--- src/rtl/ledmatrix_frame_seq.sv ---
// MAX7219 command-word generator for N_DEV cascaded 8x8 modules: setup words, then
// 8 row words per frame (static / countdown / scroll), paced by a valid/ready handshake.
module ledmatrix_frame_seq #(
    parameter int          N_DEV      = 4,
    parameter logic [3:0]  INTENSITY  = 4'hF,
    parameter int          HOLD_TICKS = 100,
    parameter int          CD_START   = 10
) (
    input  logic                  clk_100Hz,
    input  logic                  rst_n,
    input  logic                  start,
    input  logic [1:0]            mode,
    input  logic [8*N_DEV-1:0]    text_in,
    output logic [7:0]            glyph_char,
    output logic [2:0]            glyph_row,
    input  logic [7:0]            glyph_bits,
    output logic [16*N_DEV-1:0]   data,
    output logic                  data_valid,
    input  logic                  data_ready,
    output logic                  busy,
    output logic                  frame_done
);
    localparam int WW = 8*N_DEV;
    localparam int DW = (N_DEV > 1) ? $clog2(N_DEV) : 1;
    localparam int SW = $clog2(2*N_DEV);
    localparam int HW = (HOLD_TICKS > 1) ? $clog2(HOLD_TICKS) : 1;
    localparam logic [DW-1:0] DEV_LAST  = DW'(N_DEV-1);
    localparam logic [SW-1:0] SCR_LAST  = SW'(2*N_DEV-1);
    localparam logic [HW-1:0] HOLD_LAST = HW'(HOLD_TICKS-1);
    localparam logic [6:0]    CD_INIT   = 7'(CD_START);

    typedef enum logic [2:0] {S_IDLE, S_SETUP, S_LOAD, S_GLYPH, S_SEND, S_HOLD} state_e;

    state_e              state_q, state_d;
    logic [1:0]          mode_q, mode_d;
    logic [2:0]          set_idx_q, set_idx_d;
    logic [2:0]          row_q, row_d;
    logic [DW-1:0]       dev_q, dev_d;
    logic [WW-1:0]       win_q, win_d;
    logic [16*N_DEV-1:0] data_q, data_d;
    logic                valid_q, valid_d;
    logic                busy_q, busy_d;
    logic                fdone_q, fdone_d;
    logic                last_q, last_d;
    logic [6:0]          cd_q, cd_d;
    logic [SW-1:0]       scr_q, scr_d;
    logic [HW-1:0]       hold_q, hold_d;

    function automatic logic [15:0] setup_word(input logic [2:0] i);
        case (i)
            3'd0:    return 16'h0900;
            3'd1:    return {12'h0A0, INTENSITY};
            3'd2:    return 16'h0B07;
            3'd3:    return 16'h0C01;
            default: return 16'h0F00;
        endcase
    endfunction

    // Countdown digits land in the two rightmost slots; a zero tens digit is blanked.
    logic [6:0]          tens, units;
    logic [7:0]          tens_c, unit_c;
    logic [WW-1:0]       cd_win, sc_win;
    logic [32*N_DEV-1:0] dbl;

    always_comb begin
        tens   = cd_q / 7'd10;
        units  = cd_q % 7'd10;
        tens_c = (tens == 7'd0) ? 8'h00 : 8'h30 + {1'b0, tens};
        unit_c = 8'h30 + {1'b0, units};
        cd_win = WW'({tens_c, unit_c});
        // Circular view of {text, blanks}: doubling the sequence makes the wrap a plain shift.
        dbl    = {text_in, {WW{1'b0}}, text_in, {WW{1'b0}}} << {scr_q, 3'b000};
        sc_win = dbl[32*N_DEV-1 -: WW];
    end

    always_ff @(posedge clk_100Hz or negedge rst_n) begin
        if (!rst_n) begin
            state_q   <= S_IDLE;
            mode_q    <= '0;
            set_idx_q <= '0;
            row_q     <= '0;
            dev_q     <= '0;
            win_q     <= '0;
            data_q    <= '0;
            valid_q   <= 1'b0;
            busy_q    <= 1'b0;
            fdone_q   <= 1'b0;
            last_q    <= 1'b0;
            cd_q      <= '0;
            scr_q     <= '0;
            hold_q    <= '0;
        end else begin
            state_q   <= state_d;
            mode_q    <= mode_d;
            set_idx_q <= set_idx_d;
            row_q     <= row_d;
            dev_q     <= dev_d;
            win_q     <= win_d;
            data_q    <= data_d;
            valid_q   <= valid_d;
            busy_q    <= busy_d;
            fdone_q   <= fdone_d;
            last_q    <= last_d;
            cd_q      <= cd_d;
            scr_q     <= scr_d;
            hold_q    <= hold_d;
        end
    end

    always_comb begin
        state_d    = state_q;
        mode_d     = mode_q;
        set_idx_d  = set_idx_q;
        row_d      = row_q;
        dev_d      = dev_q;
        win_d      = win_q;
        data_d     = data_q;
        valid_d    = valid_q;
        busy_d     = busy_q;
        fdone_d    = 1'b0;
        last_d     = last_q;
        cd_d       = cd_q;
        scr_d      = scr_q;
        hold_d     = hold_q;
        glyph_char = '0;
        glyph_row  = '0;
        case (state_q)
            S_IDLE: if (start) begin
                mode_d    = mode;
                busy_d    = 1'b1;
                cd_d      = CD_INIT;
                scr_d     = '0;
                set_idx_d = '0;
                data_d    = {N_DEV{setup_word(3'd0)}};
                valid_d   = 1'b1;
                state_d   = S_SETUP;
            end
            S_SETUP: if (data_ready) begin
                if (set_idx_q == 3'd4) begin
                    valid_d = 1'b0;
                    state_d = S_LOAD;
                end else begin
                    set_idx_d = set_idx_q + 3'd1;
                    data_d    = {N_DEV{setup_word(set_idx_q + 3'd1)}};
                end
            end
            S_LOAD: begin
                case (mode_q)
                    2'd1: begin
                        win_d  = (cd_q == 7'd0) ? '0 : cd_win;
                        last_d = (cd_q == 7'd0);
                    end
                    2'd2: begin
                        win_d  = sc_win;
                        last_d = 1'b0;
                    end
                    default: begin
                        win_d  = text_in;
                        last_d = 1'b1;
                    end
                endcase
                dev_d   = DEV_LAST;
                row_d   = '0;
                state_d = S_GLYPH;
            end
            S_GLYPH: begin
                glyph_char = win_q[{dev_q, 3'b000} +: 8];
                glyph_row  = row_q;
                data_d[{dev_q, 4'b0000} +: 16] = {4'h0, {1'b0, row_q} + 4'd1, glyph_bits};
                if (dev_q == '0) begin
                    valid_d = 1'b1;
                    state_d = S_SEND;
                end else begin
                    dev_d = dev_q - 1'b1;
                end
            end
            S_SEND: if (data_ready) begin
                valid_d = 1'b0;
                if (row_q == 3'd7) begin
                    fdone_d = 1'b1;
                    hold_d  = '0;
                    state_d = S_HOLD;
                end else begin
                    row_d   = row_q + 3'd1;
                    dev_d   = DEV_LAST;
                    state_d = S_GLYPH;
                end
            end
            S_HOLD: begin
                if (hold_q == HOLD_LAST) begin
                    if (last_q) begin
                        busy_d  = 1'b0;
                        state_d = S_IDLE;
                    end else begin
                        if (mode_q == 2'd1) cd_d = cd_q - 7'd1;
                        if (mode_q == 2'd2) scr_d = (scr_q == SCR_LAST) ? '0 : scr_q + 1'b1;
                        state_d = S_LOAD;
                    end
                end else begin
                    hold_d = hold_q + 1'b1;
                end
            end
            default: state_d = S_IDLE;
        endcase
    end

    assign data       = data_q;
    assign data_valid = valid_q;
    assign busy       = busy_q;
    assign frame_done = fdone_q;
endmodule
--- config.mk ---
export PLATFORM = sky130hd
export DESIGN_NAME = ledmatrix_frame_seq
export DESIGN_NICKNAME = d
export VERILOG_FILES = /design/src/rtl/ledmatrix_frame_seq.sv
export SDC_FILE = /design/constraint.sdc
export NUM_CORES = 1
export LEC_CHECK = 0
export BUFFER_PORTS_ARGS = -buffer_cell sky130_fd_sc_hd__buf_2
export CAP_MARGIN = 30
export CORE_MARGIN = 10
export CORE_UTILIZATION = 50
export DETAILED_ROUTE_END_ITERATION = 10
export PLACE_DENSITY = 0.75
export RECOVER_POWER = 50
export REMOVE_ABC_BUFFERS = 1
export SYNTH_ARGS = -nofsm -noshare
export SYNTH_HDL_FRONTEND = slang
export SYNTH_SLANG_ARGS = --single-unit
--- constraint.sdc ---
create_clock -name clk_100Hz -period 2.6 [get_ports clk_100Hz]
set_clock_uncertainty 0.1 [all_clocks]
set_input_delay 0.13 -clock clk_100Hz [delete_from_list [all_inputs] [get_ports clk_100Hz]]
set_output_delay 0.13 -clock clk_100Hz [all_outputs]
set_load 0.005 [all_outputs]
==> reports/metrics.yaml <==
yosysSeqAreaShare: 0.422
ir_drop_v: 0.000557
powerDensity_nw_per_um2: 989
die_y_um: 144
dp_slack_ns: -0.119
required_ns: 2.81
fmax_ghz: 0.377
numPortBuffers: 123
clockBufferDepth: 2
grt_max_degree: 76
power_frac_comb: 0.458
fin_crit_ns: 2.66
clkTransAtPathRegs_ns: 0.06
vias_per_cell: 6.10
antenna_found_initial: 1
syn_area_per_cell_um2: 8.96
min_period_over_period: 1.02
vias: 7730
cts_tree: "yes"
hp-class: "in -> reg"
overflow: 0
netlist.area_leader.share: 0.422
ys_ff_latch: 130
drv_slew: 75
synth_most_common_cell: "dfrtp_1"
drt_wl_total_um: 25200
initial_core_util: 0.509
p_clk_frac: 0.238
place_hpwl_um: 17400
fin_nets: 1132
drtAntennaViolNets: 0
relSlewSlack: -0.266
swShare: 0.416
p_seq_frac: 0.305
p_leak_nw: 4.50
root_buffer: "clkbuf_16"
muxShareOfSynthArea: 0.0602
yosys-top-cells-area: "dfrtp_1 42%, nand2_1 5.6%, o21ai_0 4.7%, nor2_1 4.2%, ha_1 3.6%"
gp_congestion: 0.947
synth_top_family_by_area: "compound AO/OA/AOI/OAI gates"
ys_warn_count: 0
cp_data_arrival_time_ns: 2.87
ios: 124
layout_setup_ws_ns: -0.0557
power_switching_mw: 4.13
drv_cap: 1
grt_pass1_wl_um: 39700
tightest_slew_ns: 1.90
synth.top_cells.by_count: "130 x dfrtp_1, 115 x nand2_1, 86 x nor2_1"
num_rows: 45
synth_ff_type: "dfrtp_1"
status: "finished, violations left"
synth_area_um2: 7720
wire_per_inst_um: 19.9
startpoint_type: "flop"
synth_simple_gate_area_frac: 0.198
syn_inst: 861
clk-insertion-delay-late_ns: 0.43
drtIter0Drc: 900
yosysUniqueCellTypes: 75
finalSetupViolations: 4
die_x_um: 144
cts_made_buffers: 17
crit_fanout: 4
fillCellCount: 1252
grtUsageTotal: 0.239
firstDrtPassIters: 5
synth_xor_area_frac: 0.0159
htreeDepth: 4
synth_edf_count: 0
syn_to_final_growth_pct: 30.1
drive_gt1_frac: 0.225
synth_compound_area_frac: 0.225
hold_viol: 0
drc: 0
critical_path_class: "reg -> reg"
tns_ns: -0.0850
dieArea_um2: 20800
holdWs_ns: 0.0195
synthAdderAreaFrac: 0.0370
synth-async-reset-ratio: 1.00
end_kind: "flop"
grt_pass1_vias: 7416
core_region_area_um2: 15100
violations: "capacitance limit, slew limit, setup timing"
rsz0062_at_grt: "yes"
p_int_mw: 5.80
cts.sinks: 130
yosysTopAreaCell: "dfrtp_1"
[critical path, cell delays in order, from the launching register on]
cell	delay (ns)
dfrtp_1	0.40
inv_2	0.13
ha_4	0.22
and2_4	0.15
or3_4	0.38
o21a_4	0.23
a211o_4	0.36
a22oi_2	0.28
mux2i_1	0.23
nor2_1	0.05
[metal layers]
layer	vias to the layer above	part of all wire	track usage	routed length (um)
li1	3565	-	-	-
met1	3687	0.42	0.320	10700
met2	414	0.47	0.378	11700
met3	64	0.083	0.0439	2080
met4	0	0.028	0.0904	718
met5	-	0	0	0
[flip-flops by register name, indices dropped and copies added, names as in the netlist, 2 cells and up]
signal / count
mode_q: 2
win_q: 32
cd_q: 7
hold_q: 7
state_q: 3
set_idx_q: 3
row_q: 3
scr_q: 3
dev_q: 2
data: 64
[worst paths after layout]
kind / start / end / slack [ns] / cells after the start
max: cd_q[5]$_DFFE_PN0P_ / win_q[5]$_DFFE_PN0P_ / -0.06 / 9
max reg2reg: cd_q[5]$_DFFE_PN0P_ / win_q[5]$_DFFE_PN0P_ / -0.06 / 9
max in group asynchronous: rst_n / hold_q[6]$_DFFE_PN0P_ / 0.61 / 2
min reg2reg: win_q[23]$_DFFE_PN0P_ / win_q[23]$_DFFE_PN0P_ / 0.38 / 2
min: text_in[16] / win_q[16]$_DFFE_PN0P_ / 0.02 / 3
min in group asynchronous: rst_n / win_q[30]$_DFFE_PN0P_ / 0.64 / 2
[cell families after synthesis]
family	Yosys count
muxes	36
and+or+nand+nor	322
buffers and inverters	82
AOI/OAI and AO/OA	254
DFF	130
xor gates and xnor gates	14
adders and majority gates	23
[power groups by stage]
stage               registers, mW  clock network, mW  logic [mW]
floorplan                    3.08                  0        2.52
global placement             3.02                  0        4.26
detailed placement           3.03                  0        4.36
CTS                          3.00               2.39        4.47
global route                 3.09               2.49        5.00
finish                       3.03               2.36        4.54
[through the flow]
| step | util | cell area (um^2) | cells | power [mW] |
|---|---|---|---|---|
| 5_1_grt | 0.663 | 10000 | 1266 | 10.6 |
| 3_5_place_dp | 0.590 | 8930 | 1192 | 7.39 |
| 6_report | 0.663 | 10000 | 1267 | 9.93 |
| 3_3_place_gp | 0.590 | 8930 | 1192 | 7.28 |
| 2_1_floorplan | - | 7490 | 806 | 5.60 |
| 4_1_cts | 0.656 | 9940 | 1263 | 9.86 |
[placed cells by master, fill, tap and decap left out, types with 4 or more instances in the layout]
cell           count
dfrtp_1          130
nand2_1          114
nor2_1            85
buf_4             81
o21ai_0           71
buf_2             71
clkbuf_1          51
a21oi_1           34
dlygate4sd3_1     30
mux2i_1           25
inv_1             23
a221oi_1          20
and2_1            20
and3_1            19
ha_1              19
nand3_1           18
clkbuf_16         17
a22o_1            16
a32oi_1           13
o22ai_1           12
xnor2_1           11
nor3_1            11
a21o_1            10
nand2b_1           9
nor2b_1            8
mux4_2             8
o21ai_1            8
a222oi_1           8
a31oi_1            7
a22oi_1            7
inv_6              7
o31ai_1            5
nor4_1             4
nand4_1            4
a211oi_1           4
[layout make-up]
| class | instances | area [um^2] | share of cell area |
|---|---|---|---|
| tap | 188 | 235 | 0.0234 |
| clock buffer | 18 | 439 | 0.0437 |
| sequential | 130 | 3250 | 0.324 |
| timing repair buffer | 239 | 1530 | 0.153 |
| antenna | 2 | 5.00 | 0.000499 |
| multi-input combinational | 649 | 4330 | 0.431 |
| inverter | 27 | 101 | 0.0101 |
| clock inverter | 14 | 145 | 0.0145 |
[timing repair]
| action | in CTS | in global routing |
|---|---|---|
| hold endpoints to repair | 127 | 0 |
| setup endpoints to repair | 8 | 10 |
| gates cloned | 0 | 0 |
| pin swaps | 11 | 18 |
| setup buffers | 9 | 2 |
| gates resized for setup | 13 | 24 |
| hold buffers | 30 | 0 |
No activity file was read; power rests on OpenSTA's default activity.
